### config.mk
export PLATFORM = sky130hd
export DESIGN_NAME = tinyqv_slice_sequencer
export DESIGN_NICKNAME = d
export VERILOG_FILES = /design/src/rtl/tinyqv_slice_pkg.sv /design/src/rtl/tinyqv_slice_shifter.sv /design/src/rtl/tinyqv_slice_sequencer.sv
export SDC_FILE = /design/constraint.sdc
export NUM_CORES = 1
export LEC_CHECK = 0
export BUFFER_PORTS_ARGS = -buffer_cell sky130_fd_sc_hd__buf_2
export CAP_MARGIN = 40
export CORE_MARGIN = 2
export CORE_UTILIZATION = 51
export CTS_CLUSTER_DIAMETER = 100
export DETAILED_ROUTE_END_ITERATION = 10
export PLACE_DENSITY_LB_ADDON = 0.1
export SETUP_SLACK_MARGIN = 0.05
export SLEW_MARGIN = 20
export SYNTH_ARGS = -nofsm -noshare
export SYNTH_HDL_FRONTEND = slang
export SYNTH_SLANG_ARGS = --single-unit
### constraint.sdc
create_clock -name clk -period 4.97 [get_ports clk]
set_clock_uncertainty 0.1 [all_clocks]
set_input_delay 0.7455 -clock clk [delete_from_list [all_inputs] [get_ports clk]]
set_output_delay 0.7455 -clock clk [all_outputs]
set_load 0.02 [all_outputs]
### src/rtl/tinyqv_slice_pkg.sv
// Shared sizing helpers and FSM encodings for the tinyQV slice sequencer.
package tinyqv_slice_pkg;

  localparam logic ST_IDLE = 1'b0;
  localparam logic ST_RUN  = 1'b1;

  function automatic int calc_ns(input int xlen, input int slice_w);
    return (slice_w > 0) ? (xlen / slice_w) : 0;
  endfunction

  function automatic int calc_idx_w(input int xlen, input int slice_w);
    return $clog2(calc_ns(xlen, slice_w));
  endfunction

  // Slices must tile the word exactly and the slice count must be a power of 2 >= 2.
  function automatic bit cfg_ok(input int xlen, input int slice_w);
    int ns;
    if (slice_w <= 0) begin
      return 1'b0;
    end else begin
      ns = xlen / slice_w;
      return ((xlen % slice_w) == 0) && (ns >= 2) && ((ns & (ns - 1)) == 0);
    end
  endfunction

endpackage

### src/rtl/tinyqv_slice_shifter.sv
// One operand channel: parallel load, right shift by one slice, hold otherwise.
module tinyqv_slice_shifter #(
  parameter int XLEN    = 32,
  parameter int SLICE_W = 4
) (
  input  logic               clk,
  input  logic               rstn,
  input  logic               load_i,
  input  logic               shift_i,
  input  logic [XLEN-1:0]    data_i,
  output logic [SLICE_W-1:0] slice_o
);

  logic [XLEN-1:0] sr_q, sr_d;

  // Load has priority so a back-to-back accept overrides the final shift.
  always_comb begin
    if (load_i) begin
      sr_d = data_i;
    end else if (shift_i) begin
      sr_d = sr_q >> SLICE_W;
    end else begin
      sr_d = sr_q;
    end
  end

  // Shift register state.
  always_ff @(posedge clk) begin
    if (!rstn) begin
      sr_q <= {XLEN{1'b0}};
    end else begin
      sr_q <= sr_d;
    end
  end

  assign slice_o = sr_q[SLICE_W-1:0];

endmodule

### src/rtl/tinyqv_slice_sequencer.sv
// Presents N_CH captured operands one slice per cycle and reassembles the
// core's result slices into a parallel word.
module tinyqv_slice_sequencer
  import tinyqv_slice_pkg::*;
#(
  parameter int  XLEN    = 32,
  parameter int  SLICE_W = 4,
  parameter int  N_CH    = 3,
  localparam int NS      = calc_ns(XLEN, SLICE_W),
  localparam int IDX_W   = calc_idx_w(XLEN, SLICE_W)
) (
  input  logic                      clk,
  input  logic                      rstn,
  input  logic                      start,
  input  logic                      stall,
  input  logic [N_CH*XLEN-1:0]      in_words,
  output logic                      ready,
  output logic [N_CH*SLICE_W-1:0]   in_slices,
  output logic [IDX_W-1:0]          slice_idx,
  output logic                      busy,
  output logic                      first,
  output logic                      last,
  input  logic [SLICE_W-1:0]        out_slice,
  output logic [XLEN-1:0]           out_word,
  output logic                      out_valid
);

  localparam logic [IDX_W-1:0] IDX_ZERO = {IDX_W{1'b0}};
  localparam logic [IDX_W-1:0] IDX_LAST = IDX_W'(NS - 1);

  if (!cfg_ok(XLEN, SLICE_W)) begin : g_bad_cfg
    $error("tinyqv_slice_sequencer: XLEN/SLICE_W must be a power of 2 >= 2");
  end

  logic             state_q, state_d;
  logic [IDX_W-1:0] idx_q, idx_d;
  logic [XLEN-1:0]  stage_q, stage_d;
  logic [XLEN-1:0]  out_word_q, out_word_d;
  logic             out_valid_q, out_valid_d;
  logic             accept_s, advance_s, shift_s;

  assign busy      = (state_q == ST_RUN);
  assign first     = busy & (idx_q == IDX_ZERO);
  assign last      = busy & (idx_q == IDX_LAST);
  assign ready     = ~busy | (last & ~stall);
  assign accept_s  = start & ready;
  assign advance_s = busy & ~stall;
  assign shift_s   = advance_s & ~accept_s;

  // Sequencing FSM and slice counter.
  always_comb begin
    state_d = state_q;
    idx_d   = idx_q;
    if (accept_s) begin
      state_d = ST_RUN;
      idx_d   = IDX_ZERO;
    end else if (advance_s && last) begin
      state_d = ST_IDLE;
      idx_d   = IDX_ZERO;
    end else if (advance_s) begin
      idx_d   = idx_q + IDX_W'(1);
    end else begin
      idx_d   = idx_q;
    end
  end

  // Result staging; out_word only ever takes a fully assembled word.
  always_comb begin
    stage_d     = stage_q;
    out_word_d  = out_word_q;
    out_valid_d = 1'b0;
    if (advance_s) begin
      for (int s = 0; s < NS; s++) begin
        if (idx_q == IDX_W'(s)) begin
          stage_d[s*SLICE_W +: SLICE_W] = out_slice;
        end else begin
          stage_d[s*SLICE_W +: SLICE_W] = stage_q[s*SLICE_W +: SLICE_W];
        end
      end
      if (last) begin
        out_word_d  = stage_d;
        out_valid_d = 1'b1;
      end else begin
        out_valid_d = 1'b0;
      end
    end else begin
      stage_d = stage_q;
    end
  end

  // Control and result registers.
  always_ff @(posedge clk) begin
    if (!rstn) begin
      state_q     <= ST_IDLE;
      idx_q       <= IDX_ZERO;
      stage_q     <= {XLEN{1'b0}};
      out_word_q  <= {XLEN{1'b0}};
      out_valid_q <= 1'b0;
    end else begin
      state_q     <= state_d;
      idx_q       <= idx_d;
      stage_q     <= stage_d;
      out_word_q  <= out_word_d;
      out_valid_q <= out_valid_d;
    end
  end

  for (genvar c = 0; c < N_CH; c++) begin : g_ch
    tinyqv_slice_shifter #(
      .XLEN    (XLEN),
      .SLICE_W (SLICE_W)
    ) u_shifter (
      .clk     (clk),
      .rstn    (rstn),
      .load_i  (accept_s),
      .shift_i (shift_s),
      .data_i  (in_words[c*XLEN +: XLEN]),
      .slice_o (in_slices[c*SLICE_W +: SLICE_W])
    );
  end

  assign slice_idx = idx_q;
  assign out_word  = out_word_q;
  assign out_valid = out_valid_q;

endmodule

==> results of run 1 <==
==> layout by cell type, fill, tap and decap left out, types with 17 or more instances in the layout <==
master       n
dfxtp_1    161
buf_2      155
mux2i_1    129
nor2b_1     87
a221oi_2    60
o2bb2ai_1   28
a221oi_1    24
nand2_1     19
clkbuf_16   17
==> power by group through the flow <==
stage               combinational (mW)  sequential (mW)  clock (mW)
finish                           0.381             1.40        1.24
global route                     0.415             1.41        1.31
CTS                              0.379             1.40        1.25
detailed placement               0.379             1.43           0
global placement                 0.364             1.42           0
floorplan                        0.306             1.41           0
==> synth_stat cells, drive strengths merged <==
| cell type | number |
|---|---|
| inv | 6 |
| o2bb2ai | 28 |
| a21oi | 2 |
| nor2 | 7 |
| nor2b | 88 |
| nand2 | 20 |
| mux2i | 129 |
| ha | 6 |
| a21boi | 1 |
| nor3 | 2 |
| a21bo | 1 |
| and2 | 4 |
| a221oi | 84 |
| nand2b | 2 |
| a22o | 4 |
| clkbuf | 30 |
| nand3 | 13 |
| xnor2 | 1 |
| a211oi | 1 |
| clkinv | 1 |
| nand3b | 1 |
| dfxtp | 161 |
| buf | 55 |
| a32o | 12 |
| nand4b | 3 |
| a2111oi | 1 |
| o21ai | 13 |
==> cell type report <==
class	instances	area, um^2
flip-flops and latches	161	3220
clock inverters	9	82.6
well taps	184	230
multi-input cells	423	3840
repair buffers	167	926
inverters	7	28.8
fillers	1230	5780
clock buffers	23	478
==> layer usage <==
layer  vias to the layer above  global-route usage (%)  share of wire [%]
met5                         -                       0              0.062
li1                       2702                       -                  -
met4                         2                    5.95               0.90
met1                      2715                    30.4                 47
met2                       140                    36.4                 47
met3                        16                    5.78                5.6
==> critical path, delay by kind of cell (launching register included) <==
| family | cells | cell delay [ps] |
|---|---|---|
| flip-flops | 1 | 470 |
| adder cells (fa/ha/maj) | 2 | 520 |
| AND/OR/NAND/NOR | 2 | 570 |
| buffers and inverters | 1 | 280 |
==> per-stage QoR <==
stage	area (um^2)	hold slack, ps	total power, mW	cells	setup WS, ps
after floorplan	7630	334	1.72	676	2680
after global placement	8150	342	1.79	937	1900
after detailed placement	8210	343	1.80	940	1860
after CTS	8770	356	3.03	972	1840
after global routing	8810	371	3.13	974	1730
final	8810	355	3.02	974	1840
==> path summary, 6_finish.rpt <==
| kind | startpoint | to | slack, ps |
|---|---|---|---|
| hold reg to reg | stage_q[2] | stage_q[2] | 350 |
| setup / recovery | slice_idx[0] | ready | 1840 |
| setup reg to reg | busy | g_ch[1].u_shifter.sr_q[10] | 1920 |
| hold / removal | stage_q[2] | stage_q[2] | 350 |
==> logic make-up after synthesis <==
group,count (synthesis),synth area share (%)
XOR/XNOR,1,0.115
multiplexers,129,16.9
AO/OA/AOI/OAI,147,21.4
flip-flops,161,42.2
AND/OR/NAND/NOR,140,10.6
adder cells (fa/ha/maj),6,0.983
buffers and inverters,92,7.83
==> sequential cells by signal, summed over array words and instances, names as in the netlist <==
signal	cells
stage_q	28
slice_idx	3
busy	1
out_valid	1
g_ch.u_shifter.sr_q	96
out_word	32
==> run_results.csv, run 1 <==
group,metric,value,unit
logic_synthesis,synth_top_area_cell,"dfxtp_1",
critical_path,path_max_fanout,35,
outcome,status,"complete, no violations",
detailed_routing,drc,0,
logic_synthesis,ys_ff_latch,161,
logic_synthesis,yosysWarnings,0,
timing,slew_headroom,42.6,%
finish,drive_gt1_share,33.5,%
critical_path,crit_path_top_delay_cell,"dfxtp_1",
cts,clockBufferDepth,2,
global_route,grt_usage,22.6,%
finish,final_core_util,60.4,%
timing,finalHoldViolCount,0,
floorplan,core.rowCount,44,
power,leakage,3.45,nW
timing,fin_crit_sh,63.0,%
logic_synthesis,synth_top_area_share,42.2,%
floorplan,dieArea,16000,um^2
critical_path,crit_top_cell,"ha_1",
timing,tightestPinTransition,861,ps
power,p_sw,0.765,mW
cts,clockRootBuffer,"clkbuf_16",
timing,timing.fmax,319,MHz
job,cap_violations,0,
cts,clk_latency,420,ps
cts,cts.clk_slew.worst_paths,60,ps
global_route,grt_overflow,0,
cts,cts_resized,0,
critical_path,end_kind,"output port",
timing,rsz0062_at_grt,"no",
finish,num_antenna_cells,0,
place,gp_congestion,0.787,
cts,cts_setup_buffers,0,
logic_synthesis,netlist_area,7630,um^2
global_route,grt_pass1_wl,29000,um
logic_synthesis,synth_cell_types,37,
logic_synthesis,syn_area_per_cell,11.3,um^2
floorplan,fp.dieW,126,um
worst_hold_path,min_path_type,"reg -> reg",
logic_synthesis,ys_top_cells_by_area,"dfxtp_1 42%, mux2i_1 17%, a221oi_2 12%",
timing,min_period,3130,ps
detailed_routing,drt_iter0_drc,452,
timing,setup_viol,0,
power,power_frac_comb,12.6,%
logic_synthesis,synthesis.nets,786,
finish,final_net_count,887,
cts,cts_tree,"yes",
timing,fin_tns_setup,0,ps
floorplan,die_h,126,um
critical_path,worstPathArrival,2290,ps
logic_synthesis,synthCells,676,
detailed_routing,ant_nets,0,
critical_path,critical_path_required,4120,ps
place,hpwl,11700,um
critical_path,crit_chain,"ha_1 > ha_1 > nand2b_4 > nand2_4 > buf_2",
global_route,grt_max_degree,88,
critical_path,slowest_delay,470,ps
logic_synthesis,ys_seq_area_share,42.2,%
timing,slew_viol_final,0,
global_route,grt_pass1_vias,5631,
critical_path,critical_path_class,"reg -> out",
cts,htreeDepth,4,
power,p_int,2.25,mW
power,sequentialPowerShare,46.3,%
finish,area_growth,15.4,%
power,vdd_drop_max,0.262,mV
cts,cts_made_buffers,17,
detailed_routing,viasPerCell,5.72,
worst_hold_path,hold_path_depth,2,
cts,clock_sinks,161,
global_route,antenna_found_initial,1,
power,switching_share,25.3,%
detailed_routing,firstDrtPassIters,4,
critical_path,start_kind,"flip-flop",
critical_path,r2r_cells,5,
detailed_routing,wirelength,17800,um
detailed_routing,wl_per_cell,18.3,um
floorplan,core_area,14600,um^2
floorplan,ios,156,
floorplan,initial_core_util,52.3,%
detailed_routing,vias,5575,
cts,cts_hold_buf,0,
power,power_frac_clock,41.1,%
place,io_buffer_count,155,
power,power.density,343,nW/um^2
(Power assumes the default switching activity.)
==> run 2, diff against run 1 <==
--- a/config.mk
+++ b/config.mk
@@ -5,6 +5,7 @@
 export SDC_FILE = /design/constraint.sdc
 export NUM_CORES = 1
 export LEC_CHECK = 0
+export ABC_AREA = 1
 export BUFFER_PORTS_ARGS = -buffer_cell sky130_fd_sc_hd__buf_2
 export CAP_MARGIN = 40
 export CORE_MARGIN = 2
==> constraint.sdc (replaced) <==
create_clock -name clk -period 3 [get_ports clk]
set_clock_uncertainty 0.1 [all_clocks]
set_input_delay 0.45 -clock clk [delete_from_list [all_inputs] [get_ports clk]]
set_output_delay 0.45 -clock clk [all_outputs]
set_load 0.02 [all_outputs]
==> run 2 against run 1 <==
  * Final area up 2.0%
  * Critical path depth grew 1
  * Total power is 73% higher
  * Sequential share of layout area is 0.72 points lower
==> run_results.csv, run 2 <==
group,metric,value,unit
finish,drive_gt1_share,16.5,%
logic_synthesis,synth_xor_area_share,0,%
power,leakage,4.51,nW
timing,slew_viol_final,0,
logic_synthesis,netlist_area,7700,um^2
place,gp_congestion,0.799,
logic_synthesis,syn_area_per_cell,6.59,um^2
cts,clk_latency,420,ps
power,power_frac_clock,42.0,%
logic_synthesis,synth_top_family_by_area,"simple AND/OR/NAND/NOR gates",
logic_synthesis,yosysWarnings,0,
finish,top_register,"g_ch.u_shifter.sr_q",
finish,num_antenna_cells,0,
critical_path,worstPathArrival,2110,ps
detailed_routing,wl_per_cell,13.0,um
worst_hold_path,hold_path_end,"g_ch[2].u_shifter.sr_q[29]",
cts,cts.clk_slew.worst_paths,60,ps
critical_path,r2r-end,"g_ch[0].u_shifter.sr_q[4]",
finish,seq_area,3220,um^2
detailed_routing,firstDrtPassIters,5,
logic_synthesis,synth_compound_area_share,11.1,%
worst_hold_path,min_path_type,"in -> reg",
place,io_buffer_count,155,
logic_synthesis,ys_top_cells_by_area,"dfxtp_1 42%, nand2_1 17%, nand3_1 15%",
critical_path,critical_path_class,"reg -> out",
finish,mostFrequentLayoutCell,"nand2_1",
logic_synthesis,synth-async-reset-ratio,0,%
power,power_frac_comb,13.1,%
logic_synthesis,synth_top_area_cell,"dfxtp_1",
finish,area_growth,16.7,%
timing,slew_headroom,51.2,%
timing,tightestPinTransition,732,ps
logic_synthesis,post-synth-top-count-cell,"nand2_1",
timing,rsz0062_at_grt,"no",
critical_path,end_kind,"output port",
floorplan,ios,156,
logic_synthesis,synth_ff_type,"dfxtp_1",
logic_synthesis,synth_cell_types,18,
detailed_routing,ant_nets,0,
logic_synthesis,synthCells,1169,
timing,timing.fmax,376,MHz
worst_hold_path,hold_path_depth,3,
cts,cts_setup_buffers,0,
power,p_sw,1.38,mW
logic_synthesis,synthesis.nets,1279,
floorplan,core.rowCount,44,
place,hpwl,11200,um
finish,largest_reg_flops,96,
cts,cts_made_buffers,17,
timing,fin_tns_setup,0,ps
critical_path,timing.rr.start,"slice_idx[0]",
logic_synthesis,synthAdderAreaFrac,0.975,%
global_route,grt_pass1_wl,32200,um
floorplan,fp.dieW,127,um
logic_synthesis,ys_ff_latch,161,
timing,fin_crit_sh,88.7,%
cts,clockBufferDepth,2,
outcome,status,"complete, no violations",
cts,clockRootBuffer,"clkbuf_16",
detailed_routing,drc,0,
detailed_routing,vias,7456,
timing,finalHoldViolCount,0,
global_route,grt_pass1_vias,6858,
logic_synthesis,synth_top_area_share,41.8,%
cts,clock_sinks,161,
critical_path,critical_path_required,2450,ps
detailed_routing,wirelength,18900,um
timing,min_period,2660,ps
place,dp_cells,1418,
global_route,grt_usage,24.1,%
finish,multi_input_area,3560,um^2
critical_path,path_max_fanout,98,
floorplan,core_area,14600,um^2
cts,htreeDepth,4,
place,placed_area,8390,um^2
logic_synthesis,synth_mux_area_share,0,%
detailed_routing,drt_iter0_drc,616,
power,vdd_drop_max,0.506,mV
global_route,grt_overflow,0,
global_route,antenna_found_initial,0,
logic_synthesis,synth_edf_count,0,
logic_synthesis,ys_top_cells_by_count,"342 x nand2_1, 225 x nand3_1, 161 x dfxtp_1",
finish,final_cell_mix,"341 x nand2_1, 225 x nand3_1, 161 x dfxtp_1",
power,sequentialPowerShare,44.9,%
floorplan,dieArea,16100,um^2
cts,cts_hold_buf,0,
critical_path,start_kind,"flip-flop",
cts,cts_tree,"yes",
power,p_int,3.83,mW
critical_path,r2r_cells,9,
critical_path,regToRegSetupSlack,810,ps
floorplan,initial_core_util,52.6,%
finish,fin_cells,1450,
power,switching_share,26.5,%
logic_synthesis,ys_seq_area_share,41.8,%
finish,n_fill_cell,1448,
job,cap_violations,0,
logic_synthesis,synthSimpleGateAreaFrac,34.0,%
floorplan,die_h,127,um
global_route,grt_max_degree,119,
detailed_routing,viasPerCell,5.14,
cts,cts_resized,0,
finish,stdcell_area,8990,um^2
power,power.density,580,nW/um^2
timing,setup_viol,0,
worst_hold_path,min-delay-start,"in_words[93]",
finish,final_net_count,1363,
run 2: changes by cell type in the layout (fill, tap and decap cells not counted), sizes merged, moves of 12 or more:
cell / delta
a21oi: +102
nor2: +44
nand2: +322
a32o: -12
inv: +103
nor2b: -88
a221oi: -84
mux2i: -129
o2bb2ai: -28
o21ai: +52
nand3: +212
run 2: worst max-delay path by stage:
stage | from | slack [ps] | end | cells after the start
4_1_cts | slice_idx[0] | 340 | ready | 6
6_report | slice_idx[0] | 340 | ready | 6
3_5_place_dp | slice_idx[0] | 790 | ready | 6
2_1_floorplan | slice_idx[1] | 950 | ready | 6
5_1_grt | slice_idx[1] | 200 | ready | 6
3_3_place_gp | slice_idx[0] | 850 | ready | 6
run 2: critical path, cell delays in order (launching register included):
cell,delay [ps]
dfxtp_1,410
ha_1,200
ha_1,160
inv_1,60
o21ai_4,180
buf_12,360
buf_2,250
run 2: per-stage QoR:
step | hold WS [ps] | total power, mW | worst slack (ps) | util (%)
after CTS | 182 | 5.25 | 338 | 61.4
after detailed placement | 358 | 3.07 | 793 | 57.3
after global placement | 359 | 3.06 | 849 | 57.3
final | 196 | 5.21 | 340 | 61.4
after floorplan | 357 | 2.89 | 955 | -
after global routing | 200 | 5.47 | 202 | 61.4
run 2: logic make-up after synthesis:
kind of cell | after synthesis
AOI/OAI and AO/OA | 169
DFF | 161
buffers and inverters | 214
adders and majority gates | 6
and+or+nand+nor | 619
run 2: per-layer routing:
metal	track usage [%]	part of all wire (%)	up-vias
li1	-	-	3886
met1	32.4	47	3335
met2	38.6	45	209
met3	5.02	6.2	26
met4	8.27	1.7	0
met5	0	0	-
run 2: layout make-up:
cell class | count | area share, %
Multi-Input combinational cell | 794 | 39.6
Sequential cell | 161 | 35.9
Timing Repair Buffer | 169 | 10.7
Clock buffer | 19 | 4.82
Inverter | 110 | 4.64
Tap cell | 184 | 2.56
Clock inverter | 13 | 1.82
run 2: power groups by stage:
stage | clock network, mW | registers (mW) | logic, mW
2_1_floorplan | 0 | 2.37 | 0.513
3_3_place_gp | 0 | 2.38 | 0.678
3_5_place_dp | 0 | 2.39 | 0.685
4_1_cts | 2.22 | 2.34 | 0.688
5_1_grt | 2.33 | 2.36 | 0.785
6_report | 2.19 | 2.34 | 0.684
==> run 3, diff against run 2 <==
--- a/config.mk
+++ b/config.mk
@@ -12,9 +12,11 @@
 export CORE_UTILIZATION = 51
 export CTS_CLUSTER_DIAMETER = 100
 export DETAILED_ROUTE_END_ITERATION = 10
+export GPL_TIMING_DRIVEN = 1
 export PLACE_DENSITY_LB_ADDON = 0.1
 export SETUP_SLACK_MARGIN = 0.05
 export SLEW_MARGIN = 20
 export SYNTH_ARGS = -nofsm -noshare
 export SYNTH_HDL_FRONTEND = slang
+export SYNTH_HIERARCHICAL = 1
 export SYNTH_SLANG_ARGS = --single-unit
==> run 3 against run 2 <==
  * Utilization is 0.97 points lower
  * Area after synthesis hardly changed
  * Maximum frequency is 2.0% higher
  * Critical path depth stayed put
  * Clock power is 5% lower
  * Combinational power is 15% lower
  * Hold slack worse by 20 ps
  * Flip-flop and latch count stayed put
  * Sequential share of layout area is 0.57 points higher
  * Die area hardly changed
  * Routed wire length is 5.1% lower
  * First-iteration DRC count is 15% lower
  * Critical endpoint unchanged
==> run_results.csv, run 3 <==
group,metric,value,unit
finish,final_cell_mix,"565 x nand2_1, 161 x dfxtp_1, 155 x buf_2",
timing,fin_tns_setup,0,ps
cts,cts.clk_slew.worst_paths,60,ps
detailed_routing,firstDrtPassIters,5,
global_route,grt_pass1_vias,6413,
timing,min_period,2610,ps
logic_synthesis,synth_top_family_by_area,"simple AND/OR/NAND/NOR gates",
detailed_routing,ant_nets,0,
finish,num_antenna_cells,0,
finish,stdcell_area,8850,um^2
job,cap_violations,0,
floorplan,fp.dieW,127,um
global_route,grt_overflow,0,
detailed_routing,drc,0,
worst_hold_path,min-delay-start,"in_words[92]",
logic_synthesis,synth_edf_count,0,
detailed_routing,viasPerCell,4.78,
worst_hold_path,hold_path_depth,3,
finish,largest_reg_flops,96,
logic_synthesis,synth_mux_area_share,0,%
cts,clockRootBuffer,"clkbuf_16",
cts,cts_hold_buf,0,
finish,n_fill_cell,1476,
power,p_total,4.98,mW
floorplan,dieArea,16100,um^2
finish,drive_gt1_share,16.1,%
critical_path,worstPathArrival,2060,ps
place,hpwl,11000,um
power,vdd_drop_max,0.460,mV
logic_synthesis,synthAdderAreaFrac,0.975,%
logic_synthesis,synth_compound_area_share,7.77,%
power,leakage,4.75,nW
critical_path,regToRegSetupSlack,550,ps
logic_synthesis,synth_xor_area_share,0,%
logic_synthesis,synthSimpleGateAreaFrac,36.4,%
cts,htreeDepth,4,
timing,rsz0062_at_grt,"no",
logic_synthesis,synthesis.nets,1311,
logic_synthesis,post-synth-top-count-cell,"nand2_1",
global_route,antenna_found_initial,0,
critical_path,r2r-end,"g_ch[2].u_shifter/sr_q[0]",
logic_synthesis,syn_area_per_cell,6.41,um^2
global_route,grt_max_degree,103,
critical_path,critical_path_class,"reg -> out",
detailed_routing,vias,7146,
cts,cts_tree,"yes",
finish,area_growth,14.9,%
detailed_routing,drt_iter0_drc,526,
cts,cts_resized,0,
finish,top_register,"g_ch.u_shifter/sr_q",
logic_synthesis,netlist_area,7700,um^2
critical_path,end_kind,"output port",
critical_path,timing.rr.start,"slice_idx[0]",
logic_synthesis,synth_cell_types,17,
critical_path,path_max_fanout,35,
floorplan,ios,156,
timing,slew_viol_final,0,
critical_path,start_kind,"flip-flop",
logic_synthesis,ys_top_cells_by_area,"dfxtp_1 42%, nand2_1 28%, a21oi_1 6.4%",
place,gp_congestion,0.777,
floorplan,die_h,127,um
cts,clk_latency,430,ps
place,io_buffer_count,155,
cts,clockBufferDepth,2,
critical_path,critPathLaunch,"slice_idx[0]",
timing,finalHoldViolCount,0,
cts,clock_sinks,161,
global_route,grt_pass1_wl,30000,um
timing,tightestPinTransition,758,ps
cts,cts_setup_buffers,0,
finish,mostFrequentLayoutCell,"nand2_1",
global_route,grt_usage,22.6,%
timing,setup_viol,0,
logic_synthesis,ys_ff_latch,161,
timing,timing.fmax,384,MHz
floorplan,initial_core_util,52.6,%
timing,fin_crit_sh,86.9,%
logic_synthesis,synthCells,1201,
place,placed_area,8280,um^2
detailed_routing,wirelength,17900,um
timing,slew_headroom,49.3,%
logic_synthesis,synth_top_area_share,41.9,%
logic_synthesis,synth_ff_type,"dfxtp_1",
outcome,status,"complete, no violations",
logic_synthesis,ys_seq_area_share,41.9,%
worst_hold_path,min_path_type,"in -> reg",
critical_path,r2r_cells,10,
power,power.density,563,nW/um^2
floorplan,core.rowCount,44,
detailed_routing,wl_per_cell,12.0,um
floorplan,core_area,14600,um^2
cts,cts_made_buffers,17,
logic_synthesis,ys_top_cells_by_count,"565 x nand2_1, 161 x dfxtp_1, 119 x inv_1",
critical_path,critical_path_required,2450,ps
worst_hold_path,hold_path_end,"g_ch[2].u_shifter/sr_q[28]",
logic_synthesis,synth-async-reset-ratio,0,%
finish,final_net_count,1409,
logic_synthesis,synth_top_area_cell,"dfxtp_1",
logic_synthesis,yosysWarnings,6,
==> run 3: cell types whose count changed in the layout (fill, tap and decap cells not counted), sizes merged, moves of 5 or more <==
cell   change
nand2    +223
nand3    -131
o21ai     -45
inv       +20
nor2       -9
a21oi      -6
buf        -5
==> run 3: through the flow <==
stage / instances / utilization, % / setup WS (ps) / hold slack, ps
after floorplan: 1201 / - / 506 / 340
after global placement: 1464 / 56.6 / 634 / 352
after detailed placement: 1464 / 56.6 / 557 / 354
after CTS: 1495 / 60.4 / 373 / 157
after global routing: 1495 / 60.4 / 226 / 165
final: 1495 / 60.4 / 393 / 176
==> run 3: how the worst max path moves through the flow <==
stage                                            end  slack (ps)  cells after the start
after floorplan           g_ch[0].u_shifter/sr_q[22]         510                     12
after global placement     g_ch[2].u_shifter/sr_q[0]         630                     10
final                                          ready         390                      6
after CTS                                      ready         370                      6
after global routing                           ready         230                      6
after detailed placement   g_ch[2].u_shifter/sr_q[0]         560                     10
==> run 3: worst max-delay path: stages, from the launching register on <==
cell and delay [ps]:
dfxtp_1 350, ha_1 230, ha_1 230, nand3_4 110
buf_4 370, nand2_1 150, buf_2 190
==> run 3: cells by family (layout without fill, tap and decap cells) <==
kind of cell             count (synthesis)  after routing
AND/OR/NAND/NOR                        701            701
buffers and inverters                  214            324
flip-flops                             161            161
AO/OA/AOI/OAI                          119            119
adder cells (fa/ha/maj)                  6              6
==> run 3: cell type report <==
type	instances	area, um^2	area share (%)
clock buffer	20	447	5.05
clock inverter	11	115	1.30
inverter	129	484	5.47
multi-input combinational	826	3490	39.5
sequential	161	3220	36.4
tap	184	230	2.60
timing repair buffer	164	856	9.67
==> run 3: report_power, final <==
part	internal, mW	switching [mW]
sequential	2.26	0.0604
combinational	0.210	0.372
clock	1.23	0.845
==> run 3: routing by layer <==
layer / vias up / share of wire (%) / track usage, %
met5: - / 0 / 0
met4: 0 / 0.75 / 6.27
met3: 15 / 5.3 / 4.93
met2: 159 / 45 / 36.4
met1: 3129 / 49 / 30.8
li1: 3843 / - / -
